## src/rtl/seq_gen_pkg.sv

```systemverilog
// seq_pkg: shared types for the serial pattern transmitter.
//   det_state_t : shadow copy of the 3-bit sequence-detector states S_0..S_7
//   tx_state_t  : transmitter controller states
//   det_next()  : one step of the detector state graph for a given input bit
package seq_pkg;

   typedef enum logic [2:0] {
      S_0 = 3'd0,
      S_1 = 3'd1,
      S_2 = 3'd2,
      S_3 = 3'd3,
      S_4 = 3'd4,
      S_5 = 3'd5,
      S_6 = 3'd6,
      S_7 = 3'd7
   } det_state_t;

   // GAP_WAIT is not called GAP so it cannot collide with the GAP parameter.
   typedef enum logic [2:0] {
      IDLE     = 3'd0,
      SYNC     = 3'd1,
      SHIFT    = 3'd2,
      DONE     = 3'd3,
      GAP_WAIT = 3'd4
   } tx_state_t;

   // Detector graph, written as (state, bit) -> next state.
   function automatic det_state_t det_next(input det_state_t s, input logic b);
      case (s)
         S_0:     return b ? S_1 : S_2;
         S_1:     return b ? S_1 : S_4;
         S_2:     return b ? S_4 : S_3;
         S_3:     return b ? S_5 : S_6;
         S_4:     return b ? S_4 : S_5;
         S_5:     return b ? S_5 : S_7;
         S_6:     return b ? S_7 : S_6;
         S_7:     return S_7;
         default: return S_0;
      endcase
   endfunction

endpackage

```

## src/rtl/seq_gen_shadow.sv

```systemverilog
// seq_shadow: shadow register tracking the downstream detector state.
//   clk   : system clock
//   rst   : synchronous active-high reset (state -> S_0)
//   clr   : load S_0 (asserted during the state-reset strobe cycle)
//   en    : advance one step using din (asserted while a bit is emitted)
//   din   : the bit currently on the serial line
//   state : current shadow state
module seq_shadow
   import seq_pkg::*;
(
   input  logic       clk,
   input  logic       rst,
   input  logic       clr,
   input  logic       en,
   input  logic       din,
   output det_state_t state
);

   det_state_t state_reg;

   always_ff @(posedge clk) begin
      if (rst || clr) begin
         state_reg <= S_0;
      end else if (en) begin
         state_reg <= det_next(state_reg, din);
      end
   end

   assign state = state_reg;

endmodule

```

## src/rtl/seq_gen.sv

```systemverilog
// seq_gen: serial pattern transmitter driving a 3-bit sequence detector.
// Accepts a 1..W bit word over valid/ready, emits a one-cycle state-reset
// strobe, then the word MSB-first, and reports whether a shadow copy of the
// detector reached S_7 at the end of the frame.
//   clk, rst          : clock, synchronous active-high reset
//   in_valid/in_ready : upstream handshake (ready only in IDLE)
//   in_word, in_len   : frame bits and length (0 or >W means W)
//   out_data          : serial bit to detector
//   out_state_reset   : strobe to detector state reset
//   out_busy          : frame in progress
//   out_shadow_state  : shadow detector state
//   frame_done        : one-cycle end-of-frame pulse
//   frame_hit         : with frame_done, 1 if shadow state is S_7
module seq_gen
   import seq_pkg::*;
#(
   parameter int W     = 8,
   parameter int LEN_W = $clog2(W + 1),
   parameter int GAP   = 0
) (
   input  logic             clk,
   input  logic             rst,
   input  logic             in_valid,
   output logic             in_ready,
   input  logic [W-1:0]     in_word,
   input  logic [LEN_W-1:0] in_len,
   output logic             out_data,
   output logic             out_state_reset,
   output logic             out_busy,
   output logic [2:0]       out_shadow_state,
   output logic             frame_done,
   output logic             frame_hit
);

   // The gap counter is loaded with GAP-1 so that GAP_WAIT lasts GAP cycles.
   localparam logic [3:0] GAP_LOAD = (GAP > 0) ? 4'(GAP - 1) : 4'd0;

   tx_state_t        state_reg, state_next;
   logic [W-1:0]     shift_reg, shift_next;
   logic [LEN_W-1:0] cnt_reg,   cnt_next;
   logic [3:0]       gap_reg,   gap_next;
   logic [LEN_W-1:0] len_eff;
   det_state_t       shadow_state;

   assign len_eff = (in_len == '0 || int'(in_len) > W) ? LEN_W'(W) : in_len;

   always_ff @(posedge clk) begin
      if (rst) begin
         state_reg <= IDLE;
         shift_reg <= '0;
         cnt_reg   <= '0;
         gap_reg   <= '0;
      end else begin
         state_reg <= state_next;
         shift_reg <= shift_next;
         cnt_reg   <= cnt_next;
         gap_reg   <= gap_next;
      end
   end

   always_comb begin
      state_next      = state_reg;
      shift_next      = shift_reg;
      cnt_next        = cnt_reg;
      gap_next        = gap_reg;
      in_ready        = 1'b0;
      out_busy        = 1'b1;
      out_state_reset = 1'b0;
      out_data        = 1'b0;
      frame_done      = 1'b0;
      frame_hit       = 1'b0;

      case (state_reg)
         IDLE: begin
            in_ready = 1'b1;
            out_busy = 1'b0;
            if (in_valid) begin
               // Left-align the frame so bit L-1 sits in the MSB; SHIFT then
               // always transmits shift_reg[W-1].
               shift_next = in_word << (W - int'(len_eff));
               cnt_next   = len_eff;
               state_next = SYNC;
            end
         end
         SYNC: begin
            out_state_reset = 1'b1;
            state_next      = SHIFT;
         end
         SHIFT: begin
            out_data   = shift_reg[W-1];
            shift_next = shift_reg << 1;
            cnt_next   = cnt_reg - 1'b1;
            if (cnt_reg == LEN_W'(1)) begin
               state_next = DONE;
            end
         end
         DONE: begin
            frame_done = 1'b1;
            frame_hit  = (shadow_state == S_7);
            if (GAP > 0) begin
               gap_next   = GAP_LOAD;
               state_next = GAP_WAIT;
            end else begin
               state_next = IDLE;
            end
         end
         GAP_WAIT: begin
            if (gap_reg == 4'd0) begin
               state_next = IDLE;
            end else begin
               gap_next = gap_reg - 4'd1;
            end
         end
         default: begin
            state_next = IDLE;
         end
      endcase
   end

   seq_shadow u_shadow (
      .clk   (clk),
      .rst   (rst),
      .clr   (state_reg == SYNC),
      .en    (state_reg == SHIFT),
      .din   (shift_reg[W-1]),
      .state (shadow_state)
   );

   assign out_shadow_state = shadow_state;

endmodule

```

## config.mk

```make
export PLATFORM = sky130hd
export DESIGN_NAME = seq_gen
export DESIGN_NICKNAME = d
export VERILOG_FILES = /design/src/rtl/seq_gen_pkg.sv /design/src/rtl/seq_gen_shadow.sv /design/src/rtl/seq_gen.sv
export SDC_FILE = /design/constraint.sdc
export NUM_CORES = 1
export LEC_CHECK = 0
export BUFFER_PORTS_ARGS = -buffer_cell sky130_fd_sc_hd__buf_2
export CAP_MARGIN = 0
export CORE_MARGIN = 4
export CORE_UTILIZATION = 61
export CTS_BUF_LIST = sky130_fd_sc_hd__clkbuf_8
export CTS_CLUSTER_DIAMETER = 50
export DETAILED_ROUTE_END_ITERATION = 10
export HOLD_SLACK_MARGIN = 0.08
export PLACE_DENSITY = 0.88
export REMOVE_ABC_BUFFERS = 1
export SLEW_MARGIN = 20
export SYNTH_ARGS = -nofsm -noshare
export SYNTH_HDL_FRONTEND = slang
export SYNTH_SLANG_ARGS = --single-unit
export TNS_END_PERCENT = 1
```

## constraint.sdc

```tcl
create_clock -name clk -period 3.84 [get_ports clk]
set_input_delay 0.96 -clock clk [delete_from_list [all_inputs] [get_ports clk]]
set_output_delay 0.96 -clock clk [all_outputs]
set_load 0.02 [all_outputs]
```

==> metrics list <==
- Library cells used by synthesis: 47
* Critical path, cell by cell: inv_1 -> ha_1 -> and2_1 -> buf_2
- Shortest period the worst path allows: 2.73 ns
- Filler cell count: 162
- Family with the most delay on the worst path: adder cells
* Remaining antenna violation count after routing: 0
* Clock buffer count from CTS: 3
- The tightest min-delay check is of the reg2reg type.
- For this block, the routed nets add up to 3080 um of wire.
- Register bit count reported by yosys: 17
- Sequential cells were found to cover 27.0% of the synthesized design area.
- Routed signal wires occupy layers up through met4.
- Outcome: finished, final reports clean
* Type of element launching the critical path: register
- Wire length per cell after detailed routing: 14.8 um
* # resized after CTS: 0
- After the first detailed-routing iteration, the DRC count stood at 45.
- Summing every instance area after synthesis gives 1260 um2.
* Power Density: 703 nW/um2
- Minimum setup slack among reg-to-reg paths: 1.33 ns
- The startpoint identified for the worst register-to-register timing path is state_reg[0]$_SDFFE_PP0P_.
- Clock insertion delay at the later pin of the skew report: 0.26 ns
- Final total negative setup slack: 0 ns
- For this design the static power due to leakage is 0.604 nW.
* Final Max Slew Viols: 0
- The area growth from synthesis to layout is 12.7%.
- The most used flip-flop cell after synthesis is dfxtp_1.
* Number of violations of the max-capacitance limit: 0
- Counting cells, the worst reg-to-reg path comes to 7.
* Final WS setup: 1.11 ns
- Via Count: 1290
- The first detailed-routing pass took 4 iterations.
- Following the worst setup path forward leads to its endpoint at out_data.
- The first global-routing pass estimated 5060 um of wire.
- Pre-CTS setup slack: 0.907 ns
- dfxtp_1 takes more of the synthesized area than any other cell.
* Initial cell density of the core: 64.2%
- # port buffers: 23
- Synthesis handed over a netlist of 162 instances.
- By area the synthesized netlist is led by dfxtp_1 (27%), ha_1 (7.0%), nor2_1 (5.4%), a21oi_1 (4.4%), nand2_1 (4.2%).
- CTS tree: done
* Slowest stage delay, CP: 0.70 ns
- In this run, synthesis inferred 0 flip-flops with an integrated enable.
* Final GP Congestion: 0.947
* CP Data Arrival Time: 1.77 ns
- The completed layout was analyzed and its total power is 0.997 mW.
- Measured against its own limit, the worst slew margin works out to 44.9%.
- The clock drives 17 sinks.
* Number of vias per cell after detailed routing: 6.20
- Share of synthesized registers carrying an async set or reset: 0%
- Averaged over all synthesized cells, the footprint is 7.77 um2.
* Number of global-route vias before repair: 1213
- Final Non-Filler Cells: 208
- The worst setup path is of the reg2out kind.
* Origin of the worst setup path: state_reg[0]$_SDFFE_PP0P_
* Setup repair after global routing missed its margin: no
- Number of flip-flops under the largest register name: 8
- Maximum clock skew at final layout: 0.00593 ns
- After detailed routing, the wire length on met1 is 1280 um.
* Number of diodes: 0
- Timing would allow up to 366 MHz.
- Critical path depth in cells: 4
- Final Hold Vio Count: 0
- GRT Residual Overflow: 0
* Transition time at the pin with the least slew margin: 0.826 ns
- For this run, the share of the core covered by cells in the final layout is 72.3%.
- Of all nets on the critical path, the largest fanout is 25.
- The slowest stage of the critical path is the ha_1 cell.
- Clk root buf: clkbuf_8
- Entering global routing, the biggest net connects 26 pins.
* Critical Path RT: 2.88 ns
* Die area: 2850 um2
* Final setup vio count: 0
- Detailed route wirelength on metal2: 1550 um
- IR analysis of the VDD net gives a maximum drop of 0.422 mV.
- Layout cell share with drive strength beyond 1: 21.0%
* Antenna violations before repair: 0
* Number of buffer and inverter stages on the critical path: 2
- Detailed placement ended at an HPWL of 2300 um.
- Synth top area share: 27.0%
* Number of synthesis warnings: 0
- The clock passes through at most 2 buffers.
- For this run, design rule violations remaining after detail routing come to 0.
- Total GRT Usage: 24.0%
- The die is 53.4 um tall.
- STA classifies the critical path endpoint as an output port.
- The floorplan has 16 rows.
* Standard cell core area: 1960 um2
- The routed design uses 193 um of met3 wire.
* Count of placed standard cells including taps: 204
- Post-CTS setup repair buffer count: 0
- The number of hold buffers added after CTS was 0.
- Share of the clock period used by the worst path: 71.1%
- Clock-pin slew was measured on the worst setup and hold paths at 0.07 ns.
* Boundary Pins: 24
* Capture point of the worst reg-to-reg path: cnt_reg[0]$_SDFFE_PP0P_
- In this run the number of H-tree levels came out at 1.
- The die is 53.4 um wide.
- At the end of the flow, the number of nets in the layout was 204.
## report_power, final
group	total [mW]	switching (mW)	leakage, nW	internal [mW]
logic	0.561	0.345	0.437	0.216
clock network	0.135	0.0642	0.0269	0.0712
registers	0.301	0.0573	0.139	0.244
## placed cells by master (no fill, tap or decap), types with 2 or more instances in the layout
cell / Yosys / routed
clkbuf_8: 0 / 3
buf_2: 0 / 23
o21ba_2: 2 / 2
mux2i_1: 3 / 3
inv_1: 7 / 8
and2_1: 2 / 2
ha_1: 7 / 7
nor3_1: 8 / 8
or3_1: 4 / 4
a32oi_1: 4 / 4
xnor2_1: 4 / 4
and2_2: 2 / 2
a21oi_1: 11 / 11
o21ai_0: 8 / 8
dfxtp_1: 17 / 17
a22oi_1: 2 / 2
nand2_1: 14 / 14
and3_4: 2 / 2
nand3_1: 4 / 4
nand2b_1: 3 / 3
nor2_1: 18 / 18
a211oi_1: 4 / 4
a2111o_1: 2 / 2
a311oi_1: 2 / 2
## cells in the mapped netlist, types with 2 or more instances
master and count:
a2111o_1 2, a211oi_1 4, a21oi_1 11, a22oi_1 2, a311oi_1 2, a32oi_1 4, and2_1 2, and2_2 2
and3_4 2, clkbuf_1 8, dfxtp_1 17, ha_1 7, inv_1 7, mux2i_1 3, nand2_1 14, nand2b_1 3
nand3_1 4, nor2_1 18, nor3_1 8, o21ai_0 8, o21ba_2 2, or3_1 4, xnor2_1 4
## worst reg2reg max path: stages, from the launching register on
cell and delay (ns):
dfxtp_1 0.35, inv_1 0.09, ha_1 0.70, nor2_1 0.16
nor2_1 0.62, o21ai_0 0.22, o21ai_0 0.19, nor2_1 0.06
## kinds of logic (layout without fill, tap and decap cells)
kind of cell	count (synthesis)	after routing	synth area share, %
mux	4	4	3.28
flops	17	17	27.0
compound gates	47	47	26.2
fa+ha+maj	7	7	6.96
simple gates	65	65	26.9
buf+inv	17	36	6.06
xor+xnor	5	5	3.48
## worst min path at each step
stage | start | end | slack, ns | depth (start not counted)
2_1_floorplan | shift_reg[1]$_SDFFE_PP0P_ | shift_reg[1]$_SDFFE_PP0P_ | 0.47 | 2
3_3_place_gp | shift_reg[1]$_SDFFE_PP0P_ | shift_reg[1]$_SDFFE_PP0P_ | 0.47 | 2
3_5_place_dp | shift_reg[1]$_SDFFE_PP0P_ | shift_reg[1]$_SDFFE_PP0P_ | 0.48 | 2
4_1_cts | shift_reg[1]$_SDFFE_PP0P_ | shift_reg[1]$_SDFFE_PP0P_ | 0.49 | 2
5_1_grt | shift_reg[1]$_SDFFE_PP0P_ | shift_reg[1]$_SDFFE_PP0P_ | 0.53 | 2
6_report | shift_reg[1]$_SDFFE_PP0P_ | shift_reg[1]$_SDFFE_PP0P_ | 0.49 | 2
## routing by layer
metal  vias to the layer above  GRT usage [%]
met3                         9           5.35
met2                        52           42.4
met1                       600           26.5
met4                         0           11.5
met5                         -              0
li1                        629              -
## metrics by stage
step | hold WS (ns) | area, um2
final | 0.494 | 1420
after global routing | 0.529 | 1420
after CTS | 0.491 | 1420
after detailed placement | 0.478 | 1370
after global placement | 0.474 | 1370
after floorplan | 0.467 | 1220
## cell type report
class,instances,area (um2),area share [%]
flip-flops and latches,17,340,24.0
multi-input cells,128,842,59.3
inverters,8,35.0,2.47
clock inverters,1,3.75,0.265
well taps,27,33.8,2.38
repair buffers,24,123,8.64
clock buffers,3,41.3,2.91
Note: power is estimated with default switching activity, not from simulation.
